**config.mk**
```make
export PLATFORM = sky130hd
export DESIGN_NAME = wb_dbus_sched
export DESIGN_NICKNAME = d
export VERILOG_FILES = /design/src/rtl/wb_dbus_sched.sv
export SDC_FILE = /design/constraint.sdc
export NUM_CORES = 1
export LEC_CHECK = 0
export CELL_PAD_IN_SITES_DETAIL_PLACEMENT = 0
export CELL_PAD_IN_SITES_GLOBAL_PLACEMENT = 1
export CORE_ASPECT_RATIO = 1.2
export CORE_MARGIN = 2
export CORE_UTILIZATION = 23
export CTS_BUF_LIST = sky130_fd_sc_hd__clkbuf_8
export DETAILED_ROUTE_END_ITERATION = 10
export PLACE_DENSITY_LB_ADDON = 0.1
export SYNTH_ARGS = -nofsm -noshare
export SYNTH_HDL_FRONTEND = slang
export SYNTH_SLANG_ARGS = --single-unit
```
**constraint.sdc**
```tcl
create_clock -name wb_clk -period 1.5 [get_ports wb_clk]
set_clock_uncertainty 0.1 [all_clocks]
set_input_delay 0.45 -clock wb_clk [delete_from_list [all_inputs] [get_ports wb_clk]]
set_output_delay 0.45 -clock wb_clk [all_outputs]
set_load 0.05 [all_outputs]
```
**src/rtl/wb_dbus_sched.sv**
```systemverilog
// wb_dbus_sched: Wishbone data-bus peripheral scheduler; optional ACTIVE timeout via WB_DEC_TIMEOUT_EN
module wb_dbus_sched #(
  parameter int                  NSLAVE   = 4,
  parameter logic [8*NSLAVE-1:0] ADDR_MAP = {8'h70, 8'h60, 8'h50, 8'h40},
  parameter int                  TIMEOUT  = 255
) (
  input  logic                   wb_clk,
  input  logic                   wb_rst,
  input  logic [31:0]            wb_adr,
  input  logic                   wb_cyc,
  input  logic                   wb_we,
  output logic                   wb_ack,
  output logic [31:0]            wb_rdt,
  output logic [NSLAVE-1:0]      s_cyc,
  input  logic [NSLAVE-1:0]      s_ack,
  input  logic [32*NSLAVE-1:0]   s_rdt,
  output logic [1:0]             err
);
  localparam int SW = NSLAVE > 1 ? $clog2(NSLAVE) : 1;
  typedef enum logic [1:0] {IDLE, ACTIVE, RESPOND, HOLDOFF} state_t;
  state_t            state_q, state_d;
  logic [SW-1:0]     sel_q, sel_d, hit_idx;
  logic              hit;
  logic              wb_ack_q, wb_ack_d;
  logic [31:0]       wb_rdt_q, wb_rdt_d;
  logic [NSLAVE-1:0] s_cyc_q, s_cyc_d;
  logic [1:0]        err_q, err_d;
  logic              unused_cfg;
`ifdef WB_DEC_TIMEOUT_EN
  logic [15:0]       cnt_q, cnt_d;
`endif
  assign unused_cfg = ^{wb_adr[23:0], 32'(TIMEOUT)};
  assign wb_ack = wb_ack_q;
  assign wb_rdt = wb_rdt_q;
  assign s_cyc  = s_cyc_q;
  assign err    = err_q;
  // Address decode: scan downwards so the lowest matching slot is the one kept
  always_comb begin
    hit     = 1'b0;
    hit_idx = '0;
    for (int i = NSLAVE - 1; i >= 0; i--)
      if (wb_adr[31:24] == ADDR_MAP[8*i +: 8]) begin
        hit     = 1'b1;
        hit_idx = SW'(i);
      end
  end
  // Next-state logic; outputs are derived from the next state so they register with it
  always_comb begin
    state_d  = state_q;
    sel_d    = sel_q;
    err_d    = err_q;
    wb_rdt_d = 32'h0;
`ifdef WB_DEC_TIMEOUT_EN
    cnt_d    = cnt_q;
`endif
    case (state_q)
      IDLE:
        if (wb_cyc && hit) begin
          state_d = ACTIVE;
          sel_d   = hit_idx;
`ifdef WB_DEC_TIMEOUT_EN
          cnt_d   = 16'h0;
`endif
        end else if (wb_cyc) begin
          state_d  = RESPOND;
          err_d[0] = 1'b1;
        end
      ACTIVE:
        if (!wb_cyc) state_d = IDLE;
        else if (s_ack[sel_q]) begin
          state_d  = RESPOND;
          wb_rdt_d = wb_we ? 32'h0 : s_rdt[32*sel_q +: 32];
        end
`ifdef WB_DEC_TIMEOUT_EN
        else if (cnt_q == 16'(TIMEOUT - 1)) begin
          state_d  = RESPOND;
          err_d[1] = 1'b1;
        end else cnt_d = cnt_q + 16'd1;
`endif
      RESPOND: state_d = HOLDOFF;
      default: state_d = IDLE;
    endcase
    wb_ack_d = state_d == RESPOND;
    s_cyc_d  = state_d == ACTIVE ? NSLAVE'(1) << sel_d : '0;
  end
  // State and output registers, cleared asynchronously so reset aborts any transaction
  always_ff @(posedge wb_clk or posedge wb_rst) begin
    if (wb_rst) begin
      state_q  <= IDLE;
      sel_q    <= '0;
      wb_ack_q <= 1'b0;
      wb_rdt_q <= 32'h0;
      s_cyc_q  <= '0;
      err_q    <= 2'b00;
    end else begin
      state_q  <= state_d;
      sel_q    <= sel_d;
      wb_ack_q <= wb_ack_d;
      wb_rdt_q <= wb_rdt_d;
      s_cyc_q  <= s_cyc_d;
      err_q    <= err_d;
    end
  end
`ifdef WB_DEC_TIMEOUT_EN
  // Wait-cycle counter for the hung-peripheral timeout
  always_ff @(posedge wb_clk or posedge wb_rst) begin
    if (wb_rst) cnt_q <= 16'h0;
    else cnt_q <= cnt_d;
  end
`endif
endmodule
```
======== Word level (Yosys, flattened, before mapping) ========
Cells that the tools add are included.
word-level totals
  flip-flop bits (word level) ............. 42
  latch bits .............................. 0
  bits in writable memories ............... 0
  bits in read-only memories .............. 0
  input bits .............................. 168
  output and inout bits ................... 39
  logic and storage cells ................. 43
  memories kept ........................... 0
cells by class
  add/subtract/negate cells ............... 0
  $mul .................................... 0
  div/mod/pow operators ................... 0
  order comparisons ....................... 1
  equality and inequality tests ........... 8
  shift-type cells ........................ 2
  muxes and demuxes ....................... 22
  bitwise gates (word level) .............. 1
  reductions and logical operators ........ 3
operators by type and width
  cell                                                                    number
  32-bit two-way mux                                                      4
  128-bit by 8-bit indexed part select with 32-bit output                 1
  8-bit by 7-bit equality test with 1-bit output (second input constant)  4
  2-bit two-way mux                                                       10
  2-bit one-hot mux with 3 select lines                                   1
  1-bit two-way mux                                                       5
  2-bit by 1-bit equality test with 1-bit output (second input constant)  2
  2-bit equality test (second input constant)                             2
  4-bit two-way mux                                                       1
  1-bit by 2-bit << shifter with 4-bit output (first input constant)      1
  2-bit by 3-bit < comparator with 1-bit output (second input constant)   1
  3-bit AND reduction                                                     1
  1-bit binary-select mux with 2-bit select                               1
  2-bit zero test                                                         1
  1-bit logical AND                                                       1
  1-bit NOT                                                               1

======== Depth between registers and ports, before layout ========
Gate-level depths: netlist (run 1).
  depth after elaboration ................. 10
  mapped depth ............................ 4
  gate-level depth less buffers ........... 3

======== Worst setup path after synthesis (run 1) ========
Ideal clock, no wire load.
  path kind ............................... reg2reg
  start ................................... reg sel_q[0]
  end ..................................... reg wb_rdt_q[11] (netlist: wb_rdt[11])
  setup time .............................. 0.118 ns
  data arrival time ....................... 1.379 ns
  data required time ...................... 1.282 ns
  slack ................................... -0.097 ns
  stages on the path, launching flop included .. 4
  buffers on the path ..................... 1
  period minus slack after synthesis ...... 1.597 ns
  path through ............................ dfrtp_1 > buf_2 > mux4_1 > nor2b_4
on the way
  longest elaborated chain between the ends .. 5
ends and longest elaborated chain
  item                                                                                                                  line    RTL
  from (decl)                                                                                                           22      logic [SW-1:0] sel_q, sel_d, hit_idx;
  from (signal assigned)                                                                                                97      sel_q <= sel_d;
  128-bit by 8-bit indexed part select with 32-bit output or 1-bit binary-select mux with 2-bit select (tied branches)  72, 70
  32-bit two-way mux or 1-bit two-way mux (tied branches)                                                               72, 70
  32-bit two-way mux (*)                                                                                                70      else if (s_ack[sel_q]) begin
  32-bit two-way mux (*)                                                                                                69      if (!wb_cyc) state_d = IDLE;
  32-bit two-way mux (*)                                                                                                56      case (state_q)
  net wb_rdt_d[11]                                                                                                      25      logic [31:0] wb_rdt_q, wb_rdt_d;
  to (signal assigned)                                                                                                  99      wb_rdt_q <= wb_rdt_d;
  to (decl)                                                                                                             25
The timed path passes the listed nets; every way through them passes the cells marked *. The select of a mux whose other input is x is not followed.
A chain may end at the register's enable or synchronous reset.

======== Worst setup path in the final report (run 1) ========
  start ................................... reg sel_q[0]
  end ..................................... reg wb_rdt_q[15] (netlist: wb_rdt[15])
The elaborated chain is that of the path after synthesis.

==> results of run 1 <==
cell usage in the layout (no fill, tap or decap), types with 2 or more instances in the layout:
cell type        count
buf_12              49
buf_16               4
buf_4               17
clkbuf_8             6
clkdlybuf4s50_1    134
dfrtp_1             41
dlygate4sd2_1        9
inv_1                3
mux4_1               6
mux4_2              27
nand2_1              2
nand2b_1             2
nand3_1              2
nand3b_1             2
nor2_1               2
nor2b_1              3
nor2b_4             30
o31ai_1              2
worst paths after layout:
| path | cells past startpoint | to | start | slack (ns) |
|---|---|---|---|---|
| worst max-delay path | 6 | wb_rdt[15] | sel_q[0] | -0.20 |
| worst min-delay path | 2 | wb_rdt[30] | wb_rst | 0.35 |
| worst max register to register | 6 | wb_rdt[15] | sel_q[0] | -0.20 |
| worst min register to register | 1 | err[0] | err[0] | 0.43 |
| max in group asynchronous | 3 | wb_rdt[9] | wb_rst | 0.56 |
| min in group wb_clk | 1 | err[0] | err[0] | 0.43 |
state kept, by name (all words and copies together) (netlist names):
register / count
wb_rdt: 32
s_cyc: 4
sel_q: 2
state_q: 2
err: 1
wb_ack: 1
worst register-to-register path: cells and delay by family, from the launching register on:
family                 cells  cell delay [ns]
muxes                      1             0.56
buffers and inverters      3             0.38
and+or+nand+nor            2             0.16
DFF                        1             0.39
what timing repair did:
action | 4_1_cts | 5_1_grt
pin swaps | 6 | 1
gates cloned | 5 | 1
setup buffers | 8 | 0
setup endpoints to repair | 41 | 36
resized for setup | 22 | 1
Yosys cell counts, types with 2 or more instances:
cell type / n
mux4_1: 6
nor2b_4: 30
buf_2: 6
dfrtp_1: 42
o31ai_1: 2
nand3_1: 3
nor2b_1: 3
inv_1: 3
nand3b_1: 2
mux4_2: 27
buf_12: 3
nand2_1: 2
nor2_1: 2
nand2b_1: 2
cell families (layout without fill, tap and decap cells):
logic type | after synthesis | after routing | share of synthesized area, %
buf+inv | 15 | 225 | 5.118
compound gates | 10 | 10 | 3.365
mux | 35 | 35 | 29.81
simple gates | 52 | 52 | 21.75
other cells | 1 | 1 | 0.1420
flops | 42 | 42 | 39.81
final cells by class:
class / count / area (um2)
Fill cell: 958 / 5583
Timing Repair Buffer: 215 / 2675
Multi-Input combinational cell: 98 / 1484
Sequential cell: 42 / 1052
Tap cell: 154 / 192.7
Clock buffer: 6 / 82.58
Inverter: 3 / 15.01
Clock inverter: 1 / 3.754
metal layers:
layer  GRT usage (%)  vias to the layer above  part of all wire [%]
met3           3.514                        7                   7.4
met2           27.22                       96                    56
met1           15.28                     1092                    36
li1                -                     1015                     -
met4           2.787                        0                  0.74
met5               0                        -                     0
report_power, final:
part	internal (uW)	switching [uW]
registers	1210	82.7
clock network	359	361
logic	1160	625
metrics by stage:
step	hold WS, ns	std cells	setup slack (ns)	instance area [um2]	utilization [%]
after global routing	0.3603	519	-0.2527	5505	49.65
after global placement	0.4299	499	-0.5557	5160	46.54
final	0.3537	519	-0.1969	5505	49.65
after CTS	0.3479	519	-0.2106	5500	49.61
after detailed placement	0.4144	499	-0.6037	5160	46.54
after floorplan	0.3415	155	-0.03775	2660	-
==> results.yml, run 1 <==
outcome:
  outcome: "finished with violations"
  violations: "negative setup slack"
timing:
  hold_viol_final: 0
  period_minus_slack_ns: 1.697
  rsz0062_at_grt: "true"
  fmax_mhz: 589.3
  drv_slew: 0
  setup-violations-final: 38
  tns_ns: -4.711
  finalCritPeriodShare_pct: 113.1
  setup_slack_ns: -0.1969
detailed_routing:
  dr.pass1.iters: 4
  final_antenna_net_count: 0
  viasPerCell: 4.258
  wl_um: 8899
  wire_per_inst_um: 17.15
  drc: 0
  drt_iter0_drc: 24
  vias: 2210
logic_synthesis:
  yosysTopAreaCellShare_pct: 39.81
  synthCells: 155
  syn_area_per_cell_um2: 17.03
  synth_cell_types: 36
  synth_area_leaders: "dfrtp_1 40%, mux4_2 23%, nor2b_4 16%"
  ys_seq_area_share_pct: 39.81
  synth_area_um2: 2640
  synthArstFlopShare_pct: 100.0
  synth-main-ff-cell: "dfrtp_1"
  yosysWarnings: 0
  synth_top_cell_by_area: "dfrtp_1"
  synth_edf_count: 0
  synth-seq-cells: 42
  postSynthNetCount: 323
power:
  vdd_ir_drop_max_mv: 0.3576
  p_leak_uw: 0.002254
  p_per_area_nw_per_um2: 688.9
  finalPower_uw: 3792
setup_path:
  slowest_stage: "mux4_2"
  crit_family: "multiplexers"
  startpoint_type: "flip-flop"
  arrival_ns: 1.78
  cpMostUsedCell: "buf_12"
  worstSetupEndpointType: "flip-flop"
  critPathMaxStageDelay_ns: 0.56
  crit_type: "flip-flop to flip-flop"
  crit_chain: "mux4_2 > nand3b_4 > buf_12 > buf_12 > buf_16 > nor2b_4"
  cp_max_fo: 5
  crit_required_ns: 1.58
  critical_path.n_buffers_inverters: 3
cts:
  htree_levels: 2
  clock_path_buffers: 2
  cts_buffers: 5
  clock-sinks: 42
  clk_pin_slew_worst_paths_ns: 0.08
  clkLatencyLatePin_ns: 0.29
  cts_hold_buf: 0
  cts-root-buf: "clkbuf_8"
  cts_tree: "done"
floorplanning:
  ios: 207
  rows: 42
  die_w_um: 101.8
  die_y_um: 121.4
  core_area_um2: 11090
  die_area_um2: 12350
  start_util_pct: 23.81
grt:
  grt_max_degree: 21
  grt_usage_pct: 14.13
  antenna_found_initial: 0
  grt_overflow_total: 0
  grt_pass1_wl_um: 13250
  grt_pass1_vias: 2561
place:
  place_congestion: 0.8203
  port_buffers: 181
  dp_hpwl_um: 7115
layout:
  num-nets-final: 533
  n_antenna_cell: 0
  syn_to_final_growth_pct: 108.5
  drive_above_1_share_pct: 40.27
hold_path:
  hp-class: "primary input to asynchronous set/reset pin"
job:
  cap_viol_max_count: 0
(Power assumes the default switching activity.)
==> run 2, diff against run 1 <==
CORE_MARGIN = not set   (was 2)
PLACE_DENSITY = 0.85   (was not set)
PLACE_DENSITY_LB_ADDON = not set   (was 0.1)
==> run 2 against run 1 <==
Net effect: utilization down 2.2 points; count of clock-buffer cells in the layout down 1; clock power down 3.3%; combinational power down 10%; cell area down 4.4%; critical path depth down 1; largest cell class unchanged; final cell count down 2.1%; the flow still finishes with violations (negative setup slack); critical path type unchanged; wire length down 5.2%; sequential share of layout area up 0.91 points.
==> results.yml, run 2 (synthesized netlist as in run 1, its figures left out) <==
outcome:
  outcome: "finished with violations"
  violations: "negative setup slack"
timing:
  setup_slack_ns: -0.1885
  tns_ns: -5.410
  rsz0062_at_grt: "true"
  finalCritPeriodShare_pct: 112.6
  period_minus_slack_ns: 1.688
  fmax_mhz: 592.3
  setup-violations-final: 35
  hold_viol_final: 0
  drv_slew: 0
place:
  dp_hpwl_um: 6895
  port_buffers: 181
  place_area_um2: 5106
  place_congestion: 0.7631
floorplanning:
  start_util_pct: 23.81
  core_area_um2: 11090
  die_area_um2: 11910
  rows: 42
  die_w_um: 99.80
  ios: 207
  die_y_um: 119.4
grt:
  grt_pass1_vias: 2412
  antenna_found_initial: 1
  grt_overflow_total: 0
  grt_max_degree: 43
  grt_usage_pct: 14.70
  grt_pass1_wl_um: 13190
power:
  vdd_ir_drop_max_mv: 0.3910
  p_leak_uw: 0.002133
  p_per_area_nw_per_um2: 684.9
layout:
  final_core_util_pct: 47.46
  final_common_cell: "clkdlybuf4s50_1"
  largest_reg_flops: 32
  final_cell_mix: "134 x clkdlybuf4s50_1, 43 x buf_12, 40 x dfrtp_1, 30 x nor2b_4, 28 x mux4_2"
  num-nets-final: 520
  syn_to_final_growth_pct: 99.34
  final_area_um2: 5263
  drive_above_1_share_pct: 37.68
cts:
  htree_levels: 2
  cts_tree: "done"
  cts_buffers: 5
  clk_pin_slew_worst_paths_ns: 0.09
  clock-sinks: 42
  clock_path_buffers: 2
  cts-root-buf: "clkbuf_8"
  clkLatencyLatePin_ns: 0.30
  cts_hold_buf: 0
job:
  cap_viol_max_count: 0
detailed_routing:
  viasPerCell: 4.242
  drt_iter0_drc: 44
  dr.pass1.iters: 4
  vias: 2155
  wl_um: 8436
  wire_per_inst_um: 16.61
  final_antenna_net_count: 0
  drc: 0
setup_path:
  cp_max_fo: 8
  crit_type: "flip-flop to flip-flop"
  arrival_ns: 1.77
  worstSetupEndpointType: "flip-flop"
  crit_required_ns: 1.58
  startpoint_type: "flip-flop"
hold_path:
  hp-class: "flip-flop to flip-flop"
run 2: cell count changes in the layout (fill, tap and decap cells not counted), sizes merged:
cell and change:
diode +1, buf -12, clkbuf -2, inv +2
run 2: path summary, 6_finish.rpt:
kind,startpoint,to,slack [ns],cells after the start
hold reg to reg,err[0],err[0],0.44,1
setup reg to reg,sel_q[0],wb_rdt[27],-0.19,5
hold / removal,err[0],err[0],0.44,1
min in group asynchronous,wb_rst,s_cyc[3],0.45,3
max in group asynchronous,wb_rst,sel_q[0],0.64,3
setup / recovery,sel_q[0],wb_rdt[27],-0.19,5
run 2: per-stage QoR:
step | hold WS (ns) | std cells | total power, uW | setup slack (ns)
floorplan | 0.3415 | 155 | 2160 | -0.03775
global placement | 0.4274 | 495 | 2879 | -0.5735
detailed placement | 0.4340 | 495 | 2905 | -0.6023
CTS | 0.4512 | 506 | 3650 | -0.1971
global route | 0.4589 | 508 | 3781 | -0.2273
finish | 0.4442 | 508 | 3605 | -0.1885
run 2: worst max-delay path: stages (launching register included):
cell and delay, ns:
dfrtp_2 0.43, mux4_2 0.58, nand3b_4 0.14, buf_6 0.12, buf_12 0.15, nor2b_4 0.05
run 2: layer usage:
metal	routed length [um]	global-route usage [%]
met1	2856	15.49
met3	519	3.462
met4	157	5.147
met5	0	0
met2	4902	27.93
run 2: area by class of cell:
cell class                      instances  area [um2]
Antenna cell                            1       2.502
Sequential cell                        42        1054
Multi-Input combinational cell         98        1486
Inverter                                3       15.01
Timing Repair Buffer                  202        2432
Clock buffer                            5       68.82
Fill cell                             994        5826
Clock inverter                          3       11.26
Tap cell                              154       192.7
run 2: power by group:
part / switching (uW) / internal (uW) / leakage [uW]
Clock: 385 / 311 / 0.0000519
Sequential: 105 / 1210 / 0.000572
Combinational: 575 / 1020 / 0.00151
Total: 1070 / 2540 / 0.00213
run 2: what timing repair did:
item,in CTS,in global routing
hold endpoints to repair,0,0
cloned,1,0
resized for setup,17,3
pin swaps,4,2
setup buffers,3,1
endpoints found under the setup margin,42,36
==> run 3, diff against run 2 <==
CORE_UTILIZATION = 28   (was 23)
PLACE_DENSITY = not set   (was 0.85)
PLACE_DENSITY_LB_ADDON = 0.1   (was not set)
clock period = 2.05 ns   (was 1.5 ns; I/O delays follow)
==> run 3 against run 2 <==
Net effect: the run now ends clean; flip-flop and latch count did not move; non-clock buffer count is 4 lower; clock power down 22%; setup slack better by 0.23 ns; hold slack got worse by 0.076 ns; die area decreased by 18%; global-route usage up 1.1 points; total power decreased by 30%; first-iteration DRC count down 18%; final cell count fell by 7.9%; largest power group unchanged; highest routed layer unchanged.
==> results.yml, run 3 (synthesized netlist as in run 1, its figures left out) <==
grt:
  grt_usage_pct: 15.82
  grt_overflow_total: 0
  grt_max_degree: 26
  antenna_found_initial: 0
  grt_pass1_vias: 2268
  grt_pass1_wl_um: 11850
place:
  place_area_um2: 4537
  pre_cts_slack_ns: -0.2406
  port_buffers: 181
  dp_hpwl_um: 6234
  place_congestion: 0.7791
power:
  switching_share_pct: 28.75
  vdd_ir_drop_max_mv: 0.3509
  seqPwrFrac_pct: 37.1
  internal-power_uw: 1791
  p_per_area_nw_per_um2: 543.7
  pwr-share-comb_pct: 41.4
  clock_power_share_pct: 21.5
  finalPower_uw: 2514
  p_leak_uw: 0.001963
  net-switching-power_uw: 722.7
cts:
  cts_tree: "done"
  cts_buffers: 5
  ctsResizeCount: 0
  cts-root-buf: "clkbuf_8"
  clock_path_buffers: 2
  cts_hold_buf: 0
  clk_pin_slew_worst_paths_ns: 0.08
  cts_setup_buffers: 0
  htree_levels: 2
  clkLatencyLatePin_ns: 0.29
  clock-sinks: 42
setup_path:
  reg2reg_slack_ns: 0.41
  worstSetupEndpointType: "flip-flop"
  startpoint_type: "primary input"
  cp_max_fo: 6
  crit_type: "primary input to flip-flop"
  crit_required_ns: 2.13
  arrival_ns: 2.08
timing:
  fmax_mhz: 499.0
  rsz0062_at_grt: "false"
  drv_slew: 0
  setup_slack_ns: 0.04592
  setup-violations-final: 0
  finalCritPeriodShare_pct: 97.76
  period_minus_slack_ns: 2.004
  hold_viol_final: 0
floorplanning:
  die_y_um: 108.4
  core_area_um2: 9081
  die_w_um: 90.64
  ios: 207
  rows: 38
  start_util_pct: 29.07
  die_area_um2: 9823
detailed_routing:
  drc: 0
  wl_um: 7585
  viasPerCell: 4.592
  dr.pass1.iters: 4
  wire_per_inst_um: 16.21
  drt_iter0_drc: 36
  final_antenna_net_count: 0
  vias: 2149
outcome:
  outcome: "finished, final reports clean"
layout:
  drive_above_1_share_pct: 35.92
  num-nets-final: 516
  largest_reg_flops: 32
  multiInputGateArea_um2: 1454
  n_antenna_cell: 0
  final_area_um2: 4623
  syn_to_final_growth_pct: 75.12
  final_common_cell: "clkdlybuf4s50_1"
  fillers: 808
  regArea_um2: 1052
  final_cell_mix: "143 x clkdlybuf4s50_1, 53 x buf_4, 41 x dfrtp_1, 30 x nor2b_4, 27 x mux4_2"
hold_path:
  hp-class: "flip-flop to flip-flop"
job:
  cap_viol_max_count: 0
run 3: changes by cell type in the layout (fill, tap and decap cells not counted), moves of 2 or more:
cell             before  now
buf_6                 3    0
clkdlybuf4s50_1     134  143
buf_12               43    2
buf_4                12   53
inv_1                 5    3
dlygate4sd2_1         9    0
run 3: worst paths after layout:
kind / start / endpoint / cells after the start
max in group asynchronous: wb_rst / wb_rdt[14] / 3
worst max register to register: sel_q[0] / wb_rdt[16] / 3
worst min register to register: err[0] / err[0] / 1
min in group asynchronous: wb_rst / wb_rdt[29] / 3
worst min-delay path: err[0] / err[0] / 1
worst max-delay path: s_ack[2] / wb_rdt[12] / 5
run 3: worst max-delay path, stage by stage:
cell and delay [ns]:
clkdlybuf4s50_1 0.48, mux4_2 0.55, nand3b_4 0.14, buf_4 0.24, nor2b_4 0.05
run 3: through the flow:
step,instances,util (%),TNS (ns),hold WS (ns)
final,468,50.91,0,0.3686
after floorplan,155,-,0,0.4588
after detailed placement,461,49.96,-7.060,0.3482
after global routing,468,50.91,0,0.3794
after CTS,468,50.91,0,0.3717
after global placement,461,49.96,-7.178,0.3448
run 3: routing by layer:
metal  share of wire [%]  GRT usage, %  vias to the layer above  wire (um)
met4                 1.2         4.147                        0         94
met2                  56         30.14                      102       4219
met5                   0             0                        -          0
met1                  37         17.71                     1060       2796
met3                 6.3         3.516                        6        475
li1                    -             -                      981          -
run 3: final cells by class:
class	instances	area share [%]
repair buffers	198	40.43
clock buffers	6	1.786
inverters	3	0.2436
multi-input cells	98	31.45
clock inverters	1	0.08119
well taps	120	3.248
flip-flops and latches	42	22.76
run 3: power by group through the flow:
stage,Sequential (uW),Combinational (uW),Clock [uW]
floorplan,1040,529,0
global placement,947,1050,0
finish,933,1040,541
detailed placement,948,1050,0
CTS,933,1060,571
global route,942,1110,599
